===== src/rtl/serv_bus_arbiter.sv =====
// Shares one Wishbone master port between the instruction-fetch and data buses.
// Registered ownership FSM with a watchdog that completes hung cycles with a synthetic ack.
module serv_bus_arbiter #(
  parameter int unsigned DBUS_PRIO = 1,
  parameter int unsigned TO_W      = 8
) (
  input  logic        clk,
  input  logic        i_rst_n,
  input  logic [31:0] i_ibus_adr,
  input  logic        i_ibus_cyc,
  output logic [31:0] o_ibus_rdt,
  output logic        o_ibus_ack,
  input  logic [31:0] i_dbus_adr,
  input  logic [31:0] i_dbus_dat,
  input  logic [3:0]  i_dbus_sel,
  input  logic        i_dbus_we,
  input  logic        i_dbus_cyc,
  output logic [31:0] o_dbus_rdt,
  output logic        o_dbus_ack,
  output logic [31:0] o_wb_adr,
  output logic [31:0] o_wb_dat,
  output logic [3:0]  o_wb_sel,
  output logic        o_wb_we,
  output logic        o_wb_cyc,
  input  logic [31:0] i_wb_rdt,
  input  logic        i_wb_ack,
  output logic        o_timeout
);

  localparam int unsigned CntW = (TO_W > 0) ? TO_W : 1;

  typedef enum logic [1:0] {StIdle, StIbus, StDbus} state_e;

  state_e          state_q, state_d;
  logic            last_dbus_q, last_dbus_d;
  logic [CntW-1:0] cnt_q, cnt_d;

  logic owner_cyc;
  logic wd_hit;
  logic timeout;
  logic grant_dbus;
  logic wb_cyc;

  always_comb begin
    owner_cyc = 1'b0;
    unique case (state_q)
      StIbus:  owner_cyc = i_ibus_cyc;
      StDbus:  owner_cyc = i_dbus_cyc;
      default: owner_cyc = 1'b0;
    endcase
  end

  if (TO_W > 0) begin : g_wd
    assign wd_hit = &cnt_q;
  end else begin : g_no_wd
    assign wd_hit = 1'b0;
  end

  // A real ack in the same cycle as the watchdog hit takes precedence.
  assign timeout = owner_cyc & wd_hit & ~i_wb_ack;
  assign wb_cyc  = owner_cyc & ~timeout;

  always_comb begin
    if (i_ibus_cyc && i_dbus_cyc) begin
      grant_dbus = (DBUS_PRIO != 0) ? 1'b1 : ~last_dbus_q;
    end else begin
      grant_dbus = i_dbus_cyc;
    end
  end

  always_ff @(posedge clk or negedge i_rst_n) begin
    if (!i_rst_n) begin
      state_q     <= StIdle;
      last_dbus_q <= 1'b1;
      cnt_q       <= '0;
    end else begin
      state_q     <= state_d;
      last_dbus_q <= last_dbus_d;
      cnt_q       <= cnt_d;
    end
  end

  always_comb begin
    state_d     = state_q;
    last_dbus_d = last_dbus_q;
    cnt_d       = cnt_q;
    unique case (state_q)
      StIdle: begin
        cnt_d = '0;
        if (i_ibus_cyc || i_dbus_cyc) begin
          state_d     = grant_dbus ? StDbus : StIbus;
          last_dbus_d = grant_dbus;
        end
      end
      StIbus, StDbus: begin
        cnt_d = cnt_q + CntW'(1);
        // Ack, watchdog or an abandoned request all release the port.
        if (!owner_cyc || i_wb_ack || timeout) begin
          state_d = StIdle;
        end
      end
      default: begin
        state_d = StIdle;
        cnt_d   = '0;
      end
    endcase
  end

  always_comb begin
    o_wb_cyc   = wb_cyc;
    o_timeout  = timeout;
    o_ibus_ack = (state_q == StIbus) & ((i_wb_ack & wb_cyc) | timeout);
    o_dbus_ack = (state_q == StDbus) & ((i_wb_ack & wb_cyc) | timeout);
    o_ibus_rdt = timeout ? 32'h0 : i_wb_rdt;
    o_dbus_rdt = timeout ? 32'h0 : i_wb_rdt;
    if (state_q == StIbus) begin
      o_wb_adr = i_ibus_adr;
      o_wb_dat = 32'h0;
      o_wb_sel = 4'hF;
      o_wb_we  = 1'b0;
    end else begin
      o_wb_adr = i_dbus_adr;
      o_wb_dat = i_dbus_dat;
      o_wb_sel = i_dbus_sel;
      o_wb_we  = i_dbus_we;
    end
  end

  a_one_ack: assert property (@(posedge clk) disable iff (!i_rst_n)
    !(o_ibus_ack && o_dbus_ack));
  a_idle_no_cyc: assert property (@(posedge clk) disable iff (!i_rst_n)
    (state_q == StIdle) |-> !o_wb_cyc);

endmodule


===== config.mk =====
export PLATFORM = sky130hd
export DESIGN_NAME = serv_bus_arbiter
export DESIGN_NICKNAME = d
export VERILOG_FILES = /design/src/rtl/serv_bus_arbiter.sv
export SDC_FILE = /design/constraint.sdc
export NUM_CORES = 1
export LEC_CHECK = 0
export BUFFER_PORTS_ARGS = -buffer_cell sky130_fd_sc_hd__buf_2
export CAP_MARGIN = 20
export CELL_PAD_IN_SITES_DETAIL_PLACEMENT = 1
export CELL_PAD_IN_SITES_GLOBAL_PLACEMENT = 1
export CORE_AREA = 2 2 107 109
export DETAILED_ROUTE_END_ITERATION = 12
export DIE_AREA = 0 0 109 111
export PLACE_DENSITY = 0.81
export SKIP_LAST_GASP = 1
export SLEW_MARGIN = 20
export SYNTH_ARGS = -nofsm -noshare
export SYNTH_HDL_FRONTEND = slang
export SYNTH_SLANG_ARGS = --single-unit

===== constraint.sdc =====
create_clock -name clk -period 3.9 [get_ports clk]
set_clock_uncertainty 0.15 [all_clocks]
set_input_delay 0.78 -clock clk [delete_from_list [all_inputs] [get_ports clk]]
set_output_delay 0.78 -clock clk [all_outputs]
set_load 0.05 [all_outputs]

### Word level (Yosys, flattened, before mapping)

Index checks and enable logic that the tools add are counted.

| storage, ports and cells | value |
|---|---|
| register bits after elaboration | 10 |
| input bits | 138 |
| output and inout port bits | 137 |
| logic and storage cells | 37 |

| cells by class | value |
|---|---|
| add/subtract/negate cells | 1 |
| eq/ne operators | 4 |
| muxes and demuxes | 12 |
| bitwise gates (word level) | 9 |
| reductions and logical operators | 9 |

Operator list:

| cell | count |
|---|---|
| 2-to-1 mux 32 bit | 3 |
| adder 8 x 1 -> 8 bit, second input constant | 1 |
| 2-to-1 mux 8 bit | 1 |
| AND reduction 8 bit | 1 |
| bitwise AND 1 bit | 6 |
| 2-to-1 mux 2 bit | 3 |
| 2-to-1 mux 4 bit | 1 |
| inequality test 2 bit, second input constant | 2 |
| case mux 2 bit (2 select lines) | 1 |
| logical OR 1 bit | 3 |
| equality test 2 x 1 -> 1 bit, second input constant | 1 |
| equality test 2 bit, second input constant | 1 |
| zero test 2 bit | 1 |
| 2-to-1 mux 1 bit | 2 |
| NOT 1 bit | 2 |
| case mux 1 bit (2 select lines) | 1 |
| AND reduction 2 bit | 1 |
| OR reduction 2 bit | 1 |
| logical AND 1 bit | 1 |
| zero test 1 bit | 1 |
| bitwise OR 1 bit | 1 |

### Depth between registers and ports, before layout

Gate-level depths: netlist of the first run.

| depth | value |
|---|---|
| depth in word-level cells | 9 |
| mapped depth | 9 |

### Worst setup path after synthesis of the first run

No wires, ideal clock.

| timing | value |
|---|---|
| kind | input port to output port |
| from | input port i_ibus_cyc |
| to | output port o_ibus_rdt[16] |
| arrival time | 2.135 ns |
| required time | 2.970 ns |
| path slack | 0.835 ns |
| stages | 6 |
| buffers on the path | 2 |
| path through | a22o_1 -> nand2_1 -> or3_4 -> buf_6 -> and2_1 -> buf_4 |

| between the ends | value |
|---|---|
| cells in the longest elaborated chain, start to end | 4 |

Ends and longest elaborated chain:

| item | RTL line | source |
|---|---|---|
| start, declared | 10 | `input logic i_ibus_cyc,` |
| case mux 1 bit (2 select lines) | 46 | `unique case (state_q)` |
| bitwise AND 1 bit (2 in series) | 60 | `assign timeout = owner_cyc & wd_hit & ~i_wb_ack;` |
| 2-to-1 mux 32 bit | - |  |
| end, declared | 11 | `output logic [31:0] o_ibus_rdt,` |

Every way passes these cells.

### Final worst setup path of the first run

| timing | value |
|---|---|
| from | register cnt_q[0] |
| to | output port o_ibus_rdt[31] |

| between the ends | value |
|---|---|
| cells in the longest elaborated chain, start to end | 4 |

Ends and longest elaborated chain:

| item | RTL line | source |
|---|---|---|
| start, declared | 36 | `logic [CntW-1:0] cnt_q, cnt_d;` |
| start signal, assigned | 79 | `cnt_q <= cnt_d;` |
| AND reduction 8 bit | 54 | `assign wd_hit = &cnt_q;` |
| bitwise AND 1 bit (2 in series) | 60 |  |
| 2-to-1 mux 32 bit | 114 | `o_ibus_rdt = timeout ? 32'h0 : i_wb_rdt;` |

Every way passes these cells.

==> results of run 1 <==
-- routing by layer --
metal	up-vias	track usage (%)	share of wire (%)
met5	-	0	0
met4	0	3.59	1.7
met3	11	2.29	11
met2	175	26.2	55
met1	1017	12.0	33
li1	1093	-	-
-- power groups by stage --
stage | clock, uW | sequential, uW | combinational, uW
final | 202 | 135 | 1240
after floorplan | 0 | 132 | 976
after CTS | 206 | 135 | 1260
after detailed placement | 0 | 136 | 1260
after global placement | 0 | 134 | 1240
after global routing | 213 | 136 | 1310
-- final cells by class --
cell class | count | area share [%]
Multi-Input combinational cell | 145 | 37.7
Tap cell | 143 | 5.82
Clock buffer | 4 | 2.89
Timing Repair Buffer | 275 | 44.9
Sequential cell | 10 | 8.14
Inverter | 5 | 0.611
-- registers in the layout (all words and copies together), names as in the netlist --
| register | cells |
|---|---|
| cnt_q | 8 |
| state_q | 2 |
-- stage by stage --
step	setup slack (ns)	std cells	hold WS (ns)	total power [uW]	instance area, sq um
6_report	0.692	582	0.244	1580	3070
5_1_grt	0.552	582	0.259	1660	3070
4_1_cts	0.677	582	0.244	1600	3070
3_5_place_dp	0.797	578	0.311	1390	2980
3_3_place_gp	0.846	578	0.300	1370	2980
2_1_floorplan	0.835	203	0.281	1110	1730
-- cell families after synthesis --
kind of cell             count (synthesis)  share of synthesized area (%)
AO/OA/AOI/OAI                            9                           3.33
XOR/XNOR                                 5                           2.53
adder cells (fa/ha/maj)                  4                           2.89
buffers and inverters                   48                           18.7
flip-flops                              10                           14.5
multiplexers                            32                           20.8
AND/OR/NAND/NOR                         95                           37.2
-- worst max-delay path, cell delays in order, from the launching register on --
cell and delay (ns):
dfrtp_1 0.36, ha_1 0.22, nand4_1 0.17, or2_1 0.30
or3_4 0.49, and2_2 0.26, buf_2 0.22
-- cell usage in the layout, fill, tap and decap left out, drive strengths merged, types with 2 or more instances in the layout --
master and count:
inv 5, nand3 3, or2 5, clkbuf 4
and2 39, nand2b 2, or3 2, buf 275
nor2b 36, nor2 3, dfrtp 10, a21oi 4
xor2 2, xnor2 3, ha 4, nand2 3
mux2 32
-- final timing paths --
kind                                        startpoint                endpoint  slack, ns  cells past startpoint
worst max-delay path                cnt_q[0]$_DFF_PN0_          o_ibus_rdt[31]       0.69                      6
worst min-delay path                           i_rst_n      cnt_q[2]$_DFF_PN0_       0.24                      1
worst max register to register  state_q[0]$_DFFE_PN0P_  state_q[1]$_DFFE_PN0P_       2.07                      6
worst min register to register      cnt_q[0]$_DFF_PN0_      cnt_q[0]$_DFF_PN0_       0.31                      1
max in group asynchronous                      i_rst_n      cnt_q[6]$_DFF_PN0_       3.17                      1
min in group clk                    cnt_q[0]$_DFF_PN0_      cnt_q[0]$_DFF_PN0_       0.31                      1
==> qor.yml, run 1 <==
die:
  core_area_sq_um: 11100
  fp.dieH_microns: 111
  ios: 275
  start_util_pct: 15.6
  die_w_microns: 109
  die_area_sq_um: 12100
  num_rows: 39
synth:
  yosysTopAreaCell: "mux2_2"
  ys.flop_type: "dfrtp_1"
  seq_area_frac_synth_pct: 14.5
  ys_seq_elements: 10
  synthTopCellsByArea: "mux2_2, dfrtp_1, buf_4, nor2b_1, and2_4"
  synth_most_common_cell: "nor2b_1"
  synthCells: 203
  async_reset_ff_share_pct: 100
  synth_top_area_share_pct: 20.8
  synth_edf_count: 0
  synth_common_cells: "nor2b_1, buf_4, mux2_2"
  synth.distinct_cells: 30
  syn_area_sq_um: 1730
  syn_avg_cell_area_sq_um: 8.52
  yosysWarningCount: 0
  synthesis.nets: 345
global_route:
  track_usage_pct: 12.6
  grt_pass1_vias: 2272
  grt_overflow: 0
  grt_max_degree: 71
  antenna_found_initial: 0
  grt_pass1_wl_microns: 11900
cts:
  cts_repair_resize_count: 0
  clkLatencyLatePin_ns: 0.24
  cts.htree.levels: 1
  cts_setup_buffers: 0
  cts_tree: "built"
  ctsHoldBuffers: 0
  cts.sinks: 10
  clock_path_buffers: 2
  cts.clk_slew.worst_paths_ns: 0.04
  cts-root-buf: "clkbuf_16"
  cts-buffers-inserted: 3
worst_hold_path:
  hold_class: "input port to async pin"
final_layout:
  layout.nets: 582
  drive_above_1_share_pct: 78.6
  multi_input_area_sq_um: 1160
  fillers: 1450
  ff_latch_area_sq_um: 250
  fin_util_pct: 27.7
  diodes: 0
  area_growth_pct: 77.7
job:
  drv_cap: 0
sta:
  final-setup-viol-count: 0
  finalCritPeriodShare_pct: 82.3
  tns_ns: 0
  fin_crit_ns: 3.21
  grt_setup_unrepaired: "no"
  worstMarginPinSlew_ns: 0.734
  hold_viol: 0
  relSlewSlack_pct: 51.1
  drv_slew: 0
  fmax_mhz: 312
routing:
  drc: 0
  num_vias: 2296
  drt-initial-drc-count: 52
  dr.pass1.iters: 4
  routed_wl_microns: 8350
  wire_per_inst_microns: 14.3
  ant_nets: 0
  vias_per_cell: 3.95
power_and_ir_drop:
  leakage_uw: 0.00176
  p_int_uw: 611
  swShare_pct: 61.3
  p_sw_uw: 969
  cellPowerDensity_nw_per_um2: 514
  pwr-share-seq_pct: 8.5
  peakVddDrop_v: 0.000269
  p_clk_share_pct: 12.8
  p_comb_share_pct: 78.7
worst_setup_path:
  cp.arrival_ns: 2.28
  start_kind: "register"
  critPathMaxFanout: 33
  crit_type: "register to primary output"
  critPathCaptureType: "primary output"
  required_ns: 2.97
place:
  dp_hpwl_microns: 7480
  gp_congestion: 0.774
  portBuffers: 274
status:
  status: "finished clean"
Note: power is estimated with default switching activity, not from simulation.
==> run 2: changes to the inputs <==
==> constraint.sdc (replaced) <==
create_clock -name clk -period 3.2 [get_ports clk]
set_clock_uncertainty 0.15 [all_clocks]
set_input_delay 0.64 -clock clk [delete_from_list [all_inputs] [get_ports clk]]
set_output_delay 0.64 -clock clk [all_outputs]
set_load 0.05 [all_outputs]
==> qor.yml, run 2 (synthesis gave the netlist of run 1 again) <==
final_layout:
  area_growth_pct: 77.9  # about the same
  final_common_cell: "buf_2"
  diodes: 0  # unchanged
  layout.nets: 582  # unchanged
  layout_common_cells: "buf_2, nor2b_1, mux2_2"
  top_register: "cnt_q"
  fin_cells: 582  # unchanged
  largestRegisters: "cnt_q (8), state_q (2)"
  drive_above_1_share_pct: 78.8  # +0.23 points
  largest_register_ffs: 8  # unchanged
  fin_util_pct: 27.8  # about the same
sta:
  setup_ws_ns: 0.163  # -0.529 ns
  drv_slew: 0  # unchanged
  whs_ns: 0.107  # -0.137 ns
  hold_viol: 0  # unchanged
  worstMarginPinSlew_ns: 0.730  # -0.00421 ns
  grt_setup_unrepaired: "no"
  relSlewSlack_pct: 51.3  # +0.28 points
  final-setup-viol-count: 0  # unchanged
  finalCritPeriodShare_pct: 94.9
  fin_crit_ns: 3.04
  tns_ns: 0  # unchanged
  fmax_mhz: 329
place:
  gp_congestion: 0.770  # -0.53%
  portBuffers: 274  # unchanged
  dp_hpwl_microns: 7500  # +0.21%
  dpl_worst_slack_ns: 0.351  # -0.446 ns
  dp.cells: 578  # unchanged
routing:
  drt-initial-drc-count: 51  # -1.9%
  num_vias: 2283  # -0.57%
  drc: 0  # unchanged
  vias_per_cell: 3.92  # -0.57%
  dr.pass1.iters: 4  # unchanged
  wire_per_inst_microns: 14.4  # +0.25%
  routed_wl_microns: 8370  # +0.25%
  ant_nets: 0  # unchanged
worst_setup_path:
  required_ns: 2.41  # -0.56 ns
  r2r_setup_slack_ns: 1.44  # -0.63 ns
  critPathCaptureType: "primary output"
  worstReg2RegStart: "state_q[1]$_DFFE_PN0P_"
  reg2reg_to: "state_q[1]$_DFFE_PN0P_"
  start_kind: "register"
  crit_type: "register to primary output"
  cp.arrival_ns: 2.25  # -0.03 ns
  critPathMaxFanout: 33  # unchanged
  reg2reg_depth: 6  # unchanged
cts:
  cts.sinks: 10  # unchanged
  cts-root-buf: "clkbuf_16"
  cts-buffers-inserted: 3  # unchanged
  clkLatencyLatePin_ns: 0.23  # about the same
  clock_path_buffers: 2  # unchanged
  cts.clk_slew.worst_paths_ns: 0.04  # about the same
  cts_setup_buffers: 0  # unchanged
  cts.htree.levels: 1  # unchanged
  cts_tree: "built"
die:
  die_w_microns: 109  # unchanged
  ios: 275  # unchanged
  num_rows: 39  # unchanged
  core_area_sq_um: 11100  # unchanged
  start_util_pct: 15.6  # unchanged
  fp.dieH_microns: 111  # unchanged
  die_area_sq_um: 12100  # unchanged
power_and_ir_drop:
  leakage_uw: 0.00176  # about the same
  cellPowerDensity_nw_per_um2: 627  # +22%
  peakVddDrop_v: 0.000281  # +4.6%
status:
  status: "finished clean"
global_route:
  grt_overflow: 0  # unchanged
  grt_max_degree: 71  # unchanged
  antenna_found_initial: 1  # +1
  grt_pass1_vias: 2280  # +0.35%
  track_usage_pct: 12.4  # -0.24 points
  grt_pass1_wl_microns: 11800  # -0.94%
worst_hold_path:
  hold_class: "input port to async pin"
job:
  drv_cap: 0  # unchanged
[run 2: cell counts in the layout (fill, tap and decap cells not counted)]
Identical to the previous run, type by type.
[run 2: final cells by class]
| type | instances | area (sq um) |
|---|---|---|
| Sequential cell | 10 | 250 |
| Timing Repair Buffer | 275 | 1380 |
| Fill cell | 1417 | 8000 |
| Multi-Input combinational cell | 145 | 1160 |
| Tap cell | 143 | 179 |
| Clock buffer | 4 | 88.8 |
| Inverter | 5 | 18.8 |
[run 2: critical path: stages (launching register included)]
cell	delay, ns
dfrtp_1	0.37
ha_1	0.22
nand4_1	0.15
or2_1	0.29
or3_4	0.49
and2_2	0.26
buf_2	0.22
[run 2: worst max-delay path by stage]
stage | start | to | slack [ns] | cells after the start
after global routing | cnt_q[0]$_DFF_PN0_ | o_ibus_rdt[31] | 0.02 | 6
final | cnt_q[0]$_DFF_PN0_ | o_ibus_rdt[31] | 0.16 | 6
after floorplan | state_q[1]$_DFFE_PN0P_ | o_ibus_rdt[16] | 0.32 | 9
after CTS | state_q[0]$_DFFE_PN0P_ | o_ibus_rdt[31] | 0.10 | 6
after detailed placement | state_q[0]$_DFFE_PN0P_ | o_ibus_rdt[31] | 0.35 | 6
after global placement | i_ibus_cyc | o_ibus_rdt[31] | 0.42 | 6
[run 2: repair_timing]
action                     CTS  global route
setup endpoints to repair    0             2
resized for setup            0             1
hold buffers                 0             0
[run 2: report_power, final]
group | internal, uW | switching [uW] | total (uW)
clock | 188 | 54.9 | 242
sequential | 148 | 17.2 | 166
combinational | 413 | 1110 | 1520
total | 749 | 1180 | 1930
[run 2: layer usage]
metal  vias to the layer above  routed length (microns)  global-route usage, %
met5                         -                       13                      0
met4                         2                      119                   2.65
met3                         8                      935                   2.35
met2                       180                     4560                   26.0
met1                      1003                     2740                   11.8
li1                       1090                        -                      -
[run 2: through the flow]
stage,cell area [sq um],total power [uW]
floorplan,1730,1350
global placement,2980,1670
detailed placement,2980,1700
CTS,3070,1950
global route,3080,2030
finish,3080,1930
